==> config.mk <==
export PLATFORM = sky130hd
export DESIGN_NAME = mux_bist_ctrl
export DESIGN_NICKNAME = d
export VERILOG_FILES = /design/src/rtl/mux_bist_ctrl.sv
export SDC_FILE = /design/constraint.sdc
export NUM_CORES = 1
export LEC_CHECK = 0
export CORE_UTILIZATION = 45
export DETAILED_ROUTE_END_ITERATION = 12
export PLACE_DENSITY = 0.74
export SLEW_MARGIN = 10
export SYNTH_ARGS = -nofsm -noshare
export SYNTH_HDL_FRONTEND = slang
export SYNTH_SLANG_ARGS = --single-unit
==> constraint.sdc <==
create_clock -name clk -period 4.8 [get_ports clk]
set_input_delay 0.96 -clock clk [delete_from_list [all_inputs] [get_ports clk]]
set_output_delay 0.96 -clock clk [all_outputs]
set_load 0.005 [all_outputs]
==> src/rtl/mux_bist_ctrl.sv <==
// Exhaustive BIST controller for a 4:1 single-bit mux.
// Define MUX_BIST_MISR_EN to add an 8-bit MISR signature output.
module mux_bist_ctrl #(
   parameter int SETTLE_CYCLES = 1,
   parameter int FAIL_CNT_W    = 7
) (
   input  logic                  clk,
   input  logic                  rst_n,
   input  logic                  start,
   input  logic                  mux_out,
   output logic                  mux_a,
   output logic                  mux_b,
   output logic                  mux_c,
   output logic                  mux_d,
   output logic [1:0]            mux_sel,
   output logic                  busy,
   output logic                  done,
   output logic                  pass,
   output logic                  fault_indicator,
   output logic [FAIL_CNT_W-1:0] fail_count,
   output logic [5:0]            first_fail_idx
`ifdef MUX_BIST_MISR_EN
   ,
   output logic [7:0]            signature
`endif
);

   typedef enum logic [1:0] {
      S_IDLE,
      S_APPLY,
      S_CAPTURE,
      S_DONE
   } state_t;

   localparam logic [3:0] SETTLE_LAST = 4'(SETTLE_CYCLES - 1);

   state_t                r_state;
   state_t                w_next;
   logic [5:0]            r_idx;
   logic [3:0]            r_settle;
   logic [FAIL_CNT_W-1:0] r_fail_cnt;
   logic [5:0]            r_first;
   logic                  r_fault;

   logic       w_launch;
   logic       w_settled;
   logic       w_capture;
   logic [3:0] w_pat;
   logic       w_expected;
   logic       w_mismatch;
   logic       w_drive;

   assign w_launch   = start &&
                       (r_state == S_IDLE || r_state == S_DONE);
   assign w_settled  = (r_settle == SETTLE_LAST);
   assign w_capture  = (r_state == S_CAPTURE);
   assign w_pat      = r_idx[3:0];
   assign w_expected = w_pat[r_idx[5:4]];
   assign w_mismatch = w_capture && (mux_out != w_expected);

   always_ff @(posedge clk or negedge rst_n) begin
      if (!rst_n) begin
         r_state <= S_IDLE;
      end else begin
         r_state <= w_next;
      end
   end

   always_comb begin
      w_next = r_state;
      unique case (r_state)
         S_IDLE, S_DONE: begin
            if (w_launch) w_next = S_APPLY;
         end
         S_APPLY: begin
            if (w_settled) w_next = S_CAPTURE;
         end
         S_CAPTURE: begin
            w_next = (r_idx == 6'd63) ? S_DONE : S_APPLY;
         end
         default: w_next = S_IDLE;
      endcase
   end

   always_ff @(posedge clk or negedge rst_n) begin
      if (!rst_n) begin
         r_idx      <= '0;
         r_settle   <= '0;
         r_fail_cnt <= '0;
         r_first    <= '0;
         r_fault    <= 1'b0;
      end else if (w_launch) begin
         r_idx      <= '0;
         r_settle   <= '0;
         r_fail_cnt <= '0;
         r_first    <= '0;
         r_fault    <= 1'b0;
      end else begin
         if (r_state == S_APPLY) begin
            r_settle <= w_settled ? 4'd0 : r_settle + 4'd1;
         end
         if (w_capture && r_idx != 6'd63) begin
            r_idx <= r_idx + 6'd1;
         end
         // fail count saturates; first index latches only once per run
         if (w_mismatch) begin
            if (r_fail_cnt != '1) r_fail_cnt <= r_fail_cnt + 1'b1;
            if (!r_fault) begin
               r_first <= r_idx;
               r_fault <= 1'b1;
            end
         end
      end
   end

`ifdef MUX_BIST_MISR_EN
   logic [7:0] r_sig;

   always_ff @(posedge clk or negedge rst_n) begin
      if (!rst_n) begin
         r_sig <= '0;
      end else if (w_launch) begin
         r_sig <= '0;
      end else if (w_capture) begin
         r_sig <= {r_sig[6:0], 1'b0}
                ^ ({8{r_sig[7]}} & 8'h1D)
                ^ {7'b0, mux_out};
      end
   end

   assign signature = r_sig;
`endif

   assign w_drive = (r_state != S_IDLE);

   assign mux_a   = w_drive & r_idx[0];
   assign mux_b   = w_drive & r_idx[1];
   assign mux_c   = w_drive & r_idx[2];
   assign mux_d   = w_drive & r_idx[3];
   assign mux_sel = {2{w_drive}} & r_idx[5:4];

   assign busy            = (r_state == S_APPLY) ||
                            (r_state == S_CAPTURE);
   assign done            = (r_state == S_DONE);
   assign pass            = done && (r_fail_cnt == '0);
   assign fault_indicator = r_fault;
   assign fail_count      = r_fail_cnt;
   assign first_fail_idx  = r_first;

endmodule

==> results.md <==
Logic synthesis:
- The synthesized instance count is 159.
- In this run, synthesis produced a sequential element count of 26.
- The most area-hungry cell type in the Yosys netlist is sky130_fd_sc_hd__dfrtp_1.
- The number of enable flip-flop cells after synthesis is 0.
- The synthesized area per cell is 9.160 um2.
- The part of the Yosys area used for sequential elements is 0.4467.
- Yosys printed 0 warnings.
- The async set-or-reset flop fraction in the synthesized netlist is 1.000.
- After synthesis the cells add up to 1456 um2.
- Yosys attributes the largest share of cell area to sky130_fd_sc_hd__dfrtp_1 (45%), sky130_fd_sc_hd__ha_1 (8.6%), sky130_fd_sc_hd__nor2_1 (4.6%).
- Yosys instantiated no cell more often than sky130_fd_sc_hd__dfrtp_1.
- The share of synthesized area in the top cell type comes to 0.4467.
- By count the netlist is led by sky130_fd_sc_hd__dfrtp_1 (26), sky130_fd_sc_hd__nor2_1 (18), sky130_fd_sc_hd__nand3_1 (13), sky130_fd_sc_hd__nand2_1 (12).
- The net count after synthesis is approximately 170.
- The count of cell types in the netlist is 31.
- Among all flip-flop cells after synthesis, the most frequent one is sky130_fd_sc_hd__dfrtp_1.

Routing:
- The routed layout has approximately 1200 vias.
- After the first detailed-routing iteration, the DRC count stood at 30.
- The final antenna-violating net count is 0.
- The first detailed-routing pass took 4 iterations.
- In the routed layout, each cell is associated on average with a via count of 5.319.
- The total routed wirelength is 3150 um.
- The post-route DRC violation count is 0.
- Dividing the detail-routed wire length by the instance count gives 13.76 um.

Timing:
- The number of hold-slack violations in the final timing report is 0.
- In this run the tightest slew margin relative to its limit is 0.6251.
- The tightest hold path in the finished design has a slack of 0.5355 ns.
- For the pin with the worst max-slew slack, the measured transition is 0.5576 ns.
- Counting I/O delays and the setup requirement, the final critical path takes 2.849 ns.
- The setup TNS after final layout is 0 ns.
- The post-layout worst setup margin is around 2.0 ns.
- The final-report setup violation count is 0.
- The total count of max-transition violations in the final report is 0.
- The fraction of the cycle the final worst path needs is 0.5936.
- Clock skew on the completed layout was measured at approximately 0.0086 ns.
- For this run, the top clock speed supported by timing is roughly 350 MHz.
- Setup repair after global routing left no endpoint under its margin.

Placed design:
- The post-place setup slack is 2.022 ns.
- The global placement routability congestion is 0.8060.
- Port buffering added 26 buffers.
- The post-DP HPWL is 2202 um.

CTS:
- Once the clock tree was built, the resizer swapped 0 gates to a different size.
- The tree is rooted in a sky130_fd_sc_hd__clkbuf_4.
- The hold-fix buffer count after cts is 0.
- For this design, the sink count on the clock tree is 26.
- The clock tree from TritonCTS is yes.
- The buffers inserted during post-CTS setup optimization is 0.
- The post-CTS clock slew at the launch and capture registers of the worst setup and hold paths is 0.15 ns.
- The maximum buffer depth of the clock tree is 2.
- For the worst-skew pair, the clock arrives at the later sink with an insertion delay of 0.33 ns.
- The number of buffers added by the clock tree synthesis step is 3.
- In this run the number of H-tree levels came out at 1.

Setup path:
- The maximum fanout along the worst path is 5.
- The critical path startpoint category is a flip-flop.
- The length in cells of the worst reg-to-reg path is 7.
- The endpoint arrival time on the critical path is about 1.9 ns.
- The source of the worst register-to-register timing path is r_state[0].
- The register-to-register setup slack is 2.56 ns.
- The critical path required time is between 3 and 4 ns.
- The worst-path cell with the longest stage delay is sky130_fd_sc_hd__clkdlybuf4s50_1.
- The timing startpoint of the critical path is r_state[0].
- The cell family contributing the most delay on the critical path is buffers and inverters.
- The worst setup path is of the reg -> out kind.
- The worst setup path is captured at an output pin.
- The endpoint identified for the worst register-to-register timing path is fail_count[3].
- Traced cell by cell, the critical path runs through ha_1 -> nor4b_1 -> and3_1 -> clkdlybuf4s50_1.
- The total buffers and inverters traversed by the critical path is 1.
- On the worst path, the slowest cell contributes a delay of approximately 0.49 ns.

Global routing:
- Across every metal layer, demand over resource in global routing totals 0.2056.
- After global routing the overflow that remains totals 0.
- The number of global-route vias before repair is 1187.
- Entering global routing, the biggest net connects 27 pins.
- The number of antenna violations at the first check in global routing is 0.
- The global-route wire length before repair is approximately 5400 um.

Die:
- The area inside the core boundary is 3053 um2.
- The x dimension of the die is 58.89 um.
- The starting density of the core is 0.4770.
- The area enclosed by the die boundary is 3468 um2.
- The I/O pin total is 27.
- The floorplan step set the die height to 58.89 um.
- After floorplanning, the core was divided into 20 placement rows.

Cells and area:
- The area growth from synthesis to layout is 22.94%.
- In the final design database the tool counted 200 nets.
- The number of antenna diodes in the final layout is 0.
- Measured on the finished design, the core utilization comes to 0.5865.
- In the final layout, the share of cells above drive strength 1 is 0.04865.

Power and ir drop:
- IR analysis of the VDD net gives a maximum drop of 0.2390 mV.
- For this design the ratio of total power to cell area is 394.1 nW/um2.
- The overall power is ~710 uW.
- The leakage power is 0.0007820 uW.

Hold path:
- The min-delay analysis places its worst path in the category reg -> reg.
- The worst hold path begins at first_fail_idx[3].
- The path with the worst hold slack has its endpoint at first_fail_idx[3].
- The worst hold path stage count is 2.

Run:
- Across the run, the number of max-cap violations was 0.

Status:
- The run finished with clean final reports.
[layout make-up]
cell class	count	area (um2)
inverters	10	37.54
flip-flops and latches	26	650.6
well taps	44	55.05
fillers	285	1262
clock buffers	4	36.28
repair buffers	28	275.3
multi-input cells	117	735.7
[state kept, by name, summed over array words and instances, names as in the netlist]
name	flops
r_state	2
first_fail_idx	6
fail_count	7
r_idx	6
fault_indicator	1
r_settle	4
[worst reg2reg max path: cells and delay by family, from the launching register on]
family | cells | cell delay, ns
AO/OA/AOI/OAI | 2 | 0.32
adder cells (fa/ha/maj) | 1 | 0.29
buffers and inverters | 1 | 0.11
flip-flops | 1 | 0.46
multiplexers | 1 | 0.26
AND/OR/NAND/NOR | 2 | 0.74
[logic make-up (layout without fill, tap and decap cells)]
logic type                 Yosys count  count (layout)  share of synthesized area
xor gates and xnor gates             6               6                    0.03608
muxes                                6               6                    0.04124
and+or+nand+nor                     68              68                     0.2337
AOI/OAI and AO/OA                   27              27                     0.1082
buffers and inverters               16              42                    0.04811
adders and majority gates           10              10                    0.08591
DFF                                 26              26                     0.4467
[worst max path at each step]
stage	endpoint	slack, ns	cells past startpoint
after floorplan	fail_count[3]	2.61	5
after global placement	fail_count[3]	2.10	6
after detailed placement	fail_count[3]	2.02	6
after CTS	pass	1.93	4
after global routing	pass	1.79	4
final	pass	1.95	4
[per-stage QoR]
stage | cell area (um2) | std cells
global route | 1790 | 229
finish | 1790 | 229
detailed placement | 1754 | 225
CTS | 1790 | 229
floorplan | 1456 | 159
global placement | 1754 | 225
[routing by layer]
metal / share of wire / vias up / track usage
met5: 0 / - / 0
met4: 0.011 / 0 / 0.07143
met3: 0.035 / 4 / 0.02418
met2: 0.49 / 30 / 0.3377
met1: 0.46 / 591 / 0.2821
li1: - / 593 / -
[power breakdown]
part           internal (uW)  switching [uW]
combinational            136             164
clock                   46.4            68.4
sequential               252            39.4
total                    434             272
[layout by cell type (no fill, tap or decap), drive strengths merged, types with 7 or more instances in the layout]
cell,count
nor2b,7
nand2,12
nor2,18
o21ai,14
a21oi,8
clkdlybuf4s50,26
dfrtp,26
nand3,13
inv,10
ha,10
No activity file was read; power rests on OpenSTA's default activity.
